File: config.mk
export PLATFORM = sky130hd
export DESIGN_NAME = id_ex_stage
export DESIGN_NICKNAME = d
export VERILOG_FILES = /design/src/rtl/ex_pkg.sv /design/src/rtl/alu_ctrl_dec.sv /design/src/rtl/id_ex_stage.sv
export SDC_FILE = /design/constraint.sdc
export NUM_CORES = 1
export LEC_CHECK = 0
export BUFFER_PORTS_ARGS = -buffer_cell sky130_fd_sc_hd__buf_2
export CORE_ASPECT_RATIO = 1.2
export CORE_MARGIN = 2
export CORE_UTILIZATION = 25
export DETAILED_ROUTE_END_ITERATION = 8
export GPL_TIMING_DRIVEN = 0
export SETUP_SLACK_MARGIN = 0.3
export SLEW_MARGIN = 10
export SYNTH_ARGS = -nofsm -noshare
export SYNTH_HDL_FRONTEND = slang
export SYNTH_SLANG_ARGS = --single-unit
File: constraint.sdc
create_clock -name clk_i -period 1.82 [get_ports clk_i]
set_input_delay 0 -clock clk_i [delete_from_list [all_inputs] [get_ports clk_i]]
set_output_delay 0 -clock clk_i [all_outputs]
set_load 0.02 [all_outputs]
File: src/rtl/ex_pkg.sv
// Shared EX-stage constants: ALU function codes, ALUOp encodings, ctrl-bit indices.
package ex_pkg;

    localparam int unsigned XLEN_DEFAULT = 64;
    localparam int unsigned RA_W_DEFAULT = 5;

    // ALU function codes consumed by the EX-stage ALU
    localparam logic [2:0] ALU_ADD = 3'b000;
    localparam logic [2:0] ALU_SUB = 3'b001;
    localparam logic [2:0] ALU_AND = 3'b010;
    localparam logic [2:0] ALU_OR  = 3'b011;
    localparam logic [2:0] ALU_XOR = 3'b100;
    localparam logic [2:0] ALU_SLL = 3'b101;
    localparam logic [2:0] ALU_SRA = 3'b110;
    localparam logic [2:0] ALU_SRL = 3'b111;

    // ALUOp encodings produced by the main decoder
    localparam logic [1:0] ALUOP_ADD   = 2'b00;
    localparam logic [1:0] ALUOP_SUB   = 2'b01;
    localparam logic [1:0] ALUOP_RTYPE = 2'b10;
    localparam logic [1:0] ALUOP_IARITH = 2'b11;

    // Bit positions inside the 4-bit ctrl bundle {reg_write, mem_read, mem_write, mem_to_reg}
    localparam int unsigned CTRL_REG_WRITE  = 3;
    localparam int unsigned CTRL_MEM_READ   = 2;
    localparam int unsigned CTRL_MEM_WRITE  = 1;
    localparam int unsigned CTRL_MEM_TO_REG = 0;

endpackage

File: src/rtl/alu_ctrl_dec.sv
// Combinational ALU control decoder: alu_op/funct3/funct7[5] -> 3-bit ALU code.
module alu_ctrl_dec
    import ex_pkg::*;
(
    input  logic [1:0] alu_op,
    input  logic [2:0] funct3,
    input  logic       funct7b5,
    output logic [2:0] alu_ctrl
);

    // Decode the ALU function; I-arith shares R-type except addi never subtracts
    always_comb begin
        alu_ctrl = ALU_ADD;
        case (alu_op)
            ALUOP_ADD: alu_ctrl = ALU_ADD;
            ALUOP_SUB: alu_ctrl = ALU_SUB;
            default: begin
                case (funct3)
                    3'b000: alu_ctrl = (funct7b5 && (alu_op == ALUOP_RTYPE)) ? ALU_SUB : ALU_ADD;
                    3'b111: alu_ctrl = ALU_AND;
                    3'b110: alu_ctrl = ALU_OR;
                    3'b100: alu_ctrl = ALU_XOR;
                    3'b001: alu_ctrl = ALU_SLL;
                    3'b101: alu_ctrl = funct7b5 ? ALU_SRA : ALU_SRL;
                    default: alu_ctrl = ALU_ADD;
                endcase
            end
        endcase
    end

endmodule

File: src/rtl/id_ex_stage.sv
// ID/EX pipeline register with forwarding, ALU control decode and load-use bubble insertion.
module id_ex_stage
    import ex_pkg::*;
#(
    parameter int unsigned XLEN = XLEN_DEFAULT,
    parameter int unsigned RA_W = RA_W_DEFAULT
) (
    input  logic            clk_i,
    input  logic            rst_i,
    input  logic            stall_i,
    input  logic            flush_i,
    input  logic [XLEN-1:0] id_rs1_data_i,
    input  logic [XLEN-1:0] id_rs2_data_i,
    input  logic [XLEN-1:0] id_imm_i,
    input  logic [RA_W-1:0] id_rs1_i,
    input  logic [RA_W-1:0] id_rs2_i,
    input  logic [RA_W-1:0] id_rd_i,
    input  logic [2:0]      id_funct3_i,
    input  logic            id_funct7b5_i,
    input  logic [1:0]      id_alu_op_i,
    input  logic            id_alu_src_i,
    input  logic [3:0]      id_ctrl_i,
    input  logic [RA_W-1:0] exm_rd_i,
    input  logic            exm_reg_write_i,
    input  logic [XLEN-1:0] exm_result_i,
    input  logic [RA_W-1:0] mwb_rd_i,
    input  logic            mwb_reg_write_i,
    input  logic [XLEN-1:0] mwb_result_i,
    output logic [XLEN-1:0] data1_o,
    output logic [XLEN-1:0] data2_o,
    output logic [2:0]      ALUCtrl_o,
    output logic [XLEN-1:0] store_data_o,
    output logic [RA_W-1:0] rd_o,
    output logic [3:0]      ctrl_o,
    output logic            valid_o,
    output logic            hazard_o
);

    logic            valid_q;
    logic [3:0]      ctrl_q;
    logic [RA_W-1:0] rd_q;
    logic [RA_W-1:0] rs1_q;
    logic [RA_W-1:0] rs2_q;
    logic [2:0]      funct3_q;
    logic            funct7b5_q;
    logic [1:0]      alu_op_q;
    logic            alu_src_q;
    logic [XLEN-1:0] rs1_data_q;
    logic [XLEN-1:0] rs2_data_q;
    logic [XLEN-1:0] imm_q;

    logic            hazard;
    logic [XLEN-1:0] fwd_rs1;
    logic [XLEN-1:0] fwd_rs2;

    // Load in EX whose destination is read by the instruction now in ID
    always_comb begin
        hazard = valid_q && ctrl_q[CTRL_MEM_READ] && (rd_q != '0)
                 && ((rd_q == id_rs1_i) || (rd_q == id_rs2_i));
    end

    // Stage register: flush > stall > load-use bubble > capture
    always_ff @(posedge clk_i or negedge rst_i) begin
        if (!rst_i) begin
            valid_q    <= 1'b0;
            ctrl_q     <= '0;
            rd_q       <= '0;
            rs1_q      <= '0;
            rs2_q      <= '0;
            funct3_q   <= '0;
            funct7b5_q <= 1'b0;
            alu_op_q   <= '0;
            alu_src_q  <= 1'b0;
            rs1_data_q <= '0;
            rs2_data_q <= '0;
            imm_q      <= '0;
        end else if (flush_i || (!stall_i && hazard)) begin
            valid_q    <= 1'b0;
            ctrl_q     <= '0;
            rd_q       <= '0;
            rs1_q      <= '0;
            rs2_q      <= '0;
            funct3_q   <= '0;
            funct7b5_q <= 1'b0;
            alu_op_q   <= '0;
            alu_src_q  <= 1'b0;
            rs1_data_q <= '0;
            rs2_data_q <= '0;
            imm_q      <= '0;
        end else if (!stall_i) begin
            valid_q    <= 1'b1;
            ctrl_q     <= id_ctrl_i;
            rd_q       <= id_rd_i;
            rs1_q      <= id_rs1_i;
            rs2_q      <= id_rs2_i;
            funct3_q   <= id_funct3_i;
            funct7b5_q <= id_funct7b5_i;
            alu_op_q   <= id_alu_op_i;
            alu_src_q  <= id_alu_src_i;
            rs1_data_q <= id_rs1_data_i;
            rs2_data_q <= id_rs2_data_i;
            imm_q      <= id_imm_i;
        end
    end

    // Operand forwarding: EX/MEM over MEM/WB, x0 never forwarded
    always_comb begin
        fwd_rs1 = rs1_data_q;
        if (exm_reg_write_i && (exm_rd_i != '0) && (exm_rd_i == rs1_q)) begin
            fwd_rs1 = exm_result_i;
        end else if (mwb_reg_write_i && (mwb_rd_i != '0) && (mwb_rd_i == rs1_q)) begin
            fwd_rs1 = mwb_result_i;
        end
        fwd_rs2 = rs2_data_q;
        if (exm_reg_write_i && (exm_rd_i != '0) && (exm_rd_i == rs2_q)) begin
            fwd_rs2 = exm_result_i;
        end else if (mwb_reg_write_i && (mwb_rd_i != '0) && (mwb_rd_i == rs2_q)) begin
            fwd_rs2 = mwb_result_i;
        end
    end

    alu_ctrl_dec u_alu_ctrl_dec (
        .alu_op   (alu_op_q),
        .funct3   (funct3_q),
        .funct7b5 (funct7b5_q),
        .alu_ctrl (ALUCtrl_o)
    );

    // Drive ALU operands and downstream pass-through
    always_comb begin
        data1_o      = fwd_rs1;
        data2_o      = alu_src_q ? imm_q : fwd_rs2;
        store_data_o = fwd_rs2;
        rd_o         = rd_q;
        ctrl_o       = ctrl_q;
        valid_o      = valid_q;
        hazard_o     = hazard;
    end

endmodule

==> flow_summary.toml <==
[setup_path]
r2r-start = "rd_o[2]$_DFFE_PN0P_"
crit_path_start_kind = "flop"
ff2ff_setup_slack_ns = -0.56
crit_end = "data2_o[38]"
r2r_end = "imm_q[44]$_DFFE_PN0P_"
worstPathMaxFanout = 10
startpoint = "rs2_q[3]$_DFFE_PN0P_"
arrival_ns = 2.68
ff2ff_path_depth = 11
crit_required_ns = 1.82
critPathCaptureType = "output pin"
critPathKind = "reg2out"

[routing]
vias_per_cell = 5.32
wl_um = 76600
drt_first_pass_iters = 5
num_vias = 16300
ant_nets = 0
drc = 0
wl_per_cell_um = 25.1
initialDrtViolationCount = 1198

[placement]
placed_area_um2 = 18300
dp_cells = 2676
gp_congestion = 0.988
dp_worst_setup_slack_ns = -0.906
port_buffers = 566
dp_hpwl_um = 52500

[clocking]
cts_root_buffer = "clkbuf_16"
clk_path_buf_depth = 3
numCtsBuffers = 28
worstSkewPairLatency_ns = 0.57
cts_tree = "built"
cts.sinks = 219
clk_pin_slew_worst_paths_ns = 0.06
htree_levels = 1

[timing]
setup_viol = 413
fin_crit_sh = 1.47
post-route-min-period_ns = 2.68
max_freq_mhz = 373
slew_viol_final = 0
hold_violations = 0
maxSlewHeadroom = 0.291
setup_ws_ns = -0.862
tightest_slew_ns = 1.06
rsz0062_at_grt = "yes"
clock_skew_ns = 0.0140

[yosys]
synthesis.area_um2 = 13200
synth.avg_cell_area_um2 = 9.41
synth-async-reset-ratio = 1.00
synth_seq_area_share = 0.415
synth_warnings = 0
synth_edf_count = 0
synth_area_leaders = "dfrtp_1, a32o_1, mux2i_1"
yosysMostFrequentCell = "nand2_1"
synth.distinct_cells = 38
ys_seq_elements = 219
synth_top_area_frac = 0.415
synth_common_cells = "nand2_1, dfrtp_1, a32o_1"
synth_top_area_cell = "dfrtp_1"
synth_nets = 1764
synthFlopType = "dfrtp_1"
synthCells = 1402

[cells_and_area]
nFillCells = 4573
final_nets = 2681
instances_no_fill = 3058
post_route_cells_drive_above_1_share = 0.525
final_cell_area_um2 = 26000
syn2layout_area_growth_pct = 96.9
utilization = 0.496

[floorplan]
die_h_um = 256
die_x_um = 214
ios = 568
rows = 92
die_area_um2 = 54600
initial_utilization = 0.252
core_um2 = 52400

[flow_run]
maxCapViolCount = 0

[global_routing]
overflow = 0
grt_max_degree = 103
grt_antenna_before_repair = 14
grtUsageTotal = 0.253
grt_pass1_wl_um = 104000
grt_pass1_vias = 16600

[status]
status = "complete, but fails checks"
failed_checks = "negative setup slack"

[worst_hold_path]
min-delay-path-class = "in2async"

[power_and_ir_drop]
p_per_area_nw_per_um2 = 633
ir_drop_uv = 646
p_leak_nw = 11.1
==> state kept, by name, summed over array words and instances (netlist names), 2 cells and up <==
| register | count |
|---|---|
| alu_op_q | 2 |
| rs2_q | 5 |
| rd_o | 5 |
| funct3_q | 3 |
| rs1_q | 5 |
| rs2_data_q | 64 |
| imm_q | 64 |
| ctrl_o | 4 |
| rs1_data_q | 64 |
==> cell usage in the layout, fill, tap and decap left out, types with 6 or more instances in the layout <==
cell           instances
clkbuf_4               7
a32o_1               130
o21ai_2               46
xor2_1                22
xnor2_1                6
buf_6                108
nor2_1                20
nor3_1                18
o22ai_2               26
nor2_2                18
a221oi_4               6
mux2i_4               58
clkbuf_2              10
buf_12                47
clkbuf_8               9
o21ai_1               13
mux2i_1               24
buf_16                15
inv_1                 71
nor2_4                31
o22ai_1               55
nor3_2                51
clkbuf_1              65
buf_2                398
a21oi_1               20
buf_8                 15
dfrtp_1              213
dlygate4sd3_1        220
diode_2               12
mux2i_2               46
clkbuf_16             64
a21oi_2               13
buf_4                120
dfrtp_2                6
nand2_1              220
a221oi_2              58
a21oi_4               32
==> cells by family after synthesis <==
| family | count (synthesis) | synth area share |
|---|---|---|
| AO/OA/AOI/OAI | 419 | 0.268 |
| XOR/XNOR | 30 | 0.0199 |
| buffers and inverters | 223 | 0.0784 |
| flip-flops | 219 | 0.415 |
| multiplexers | 128 | 0.0971 |
| AND/OR/NAND/NOR | 383 | 0.121 |
==> metrics by stage <==
stage | setup TNS, ns | hold WS [ns] | power, mW
2_1_floorplan | -9.42 | -0.296 | 7.32
3_3_place_gp | -1031.56 | 0.245 | 8.87
3_5_place_dp | -189.45 | -0.157 | 8.93
4_1_cts | -221.73 | 0.0154 | 16.1
5_1_grt | -259.35 | 0.0948 | 17.0
6_report | -221.82 | 0.0459 | 16.4
==> cell type report <==
class	instances	area, um2	share of cell area
antenna	12	30.0	0.00116
buffer	151	1600	0.0617
clock buffer	40	847	0.0326
clock inverter	12	198	0.00761
inverter	72	278	0.0107
multi-input combinational	960	9140	0.352
sequential	219	5490	0.211
tap	705	882	0.0340
timing repair buffer	887	7510	0.289
==> worst max-delay path, stage by stage (launching register included) <==
cell	delay [ns]
dfrtp_1	0.41
xor2_1	0.17
nor3_1	0.22
nand4_1	0.18
buf_12	0.22
buf_12	0.19
mux2i_4	0.20
a221oi_2	0.29
buf_4	0.20
==> power by group <==
part	internal (mW)	switching [mW]	total, mW
sequential	5.15	0.253	5.40
combinational	2.19	2.51	4.71
clock	3.94	2.40	6.34
==> worst min path at each step <==
stage / slack [ns] / startpoint / endpoint
after floorplan: -0.30 / rst_i / alu_op_q[0]$_DFFE_PN0P_
after global placement: 0.25 / id_rs1_data_i[61] / rs1_data_q[61]$_DFFE_PN0P_
after detailed placement: -0.16 / rst_i / rs1_data_q[17]$_DFFE_PN0P_
after CTS: 0.02 / id_rs2_i[1] / valid_o$_DFFE_PN0P_
after global routing: 0.09 / rst_i / rs1_data_q[19]$_DFFE_PN0P_
final: 0.05 / rst_i / rs1_data_q[18]$_DFFE_PN0P_
==> metal layers <==
layer / track usage / part of all wire / wire [um]
met2: 0.431 / 0.50 / 38000
met3: 0.0314 / 0.058 / 4410
met5: 0 / 0 / 0
met4: 0.107 / 0.044 / 3340
met1: 0.320 / 0.40 / 30900
==> repair_timing <==
| item | 4_1_cts | 5_1_grt |
|---|---|---|
| hold buffers | 220 | 0 |
| setup buffers | 39 | 20 |
| cloned | 9 | 30 |
| gates resized for setup | 315 | 437 |
| pin swaps | 16 | 122 |
| endpoints found under the setup margin | 413 | 414 |
| endpoints found under the hold margin | 437 | 0 |
Note: power is estimated with default switching activity, not from simulation.
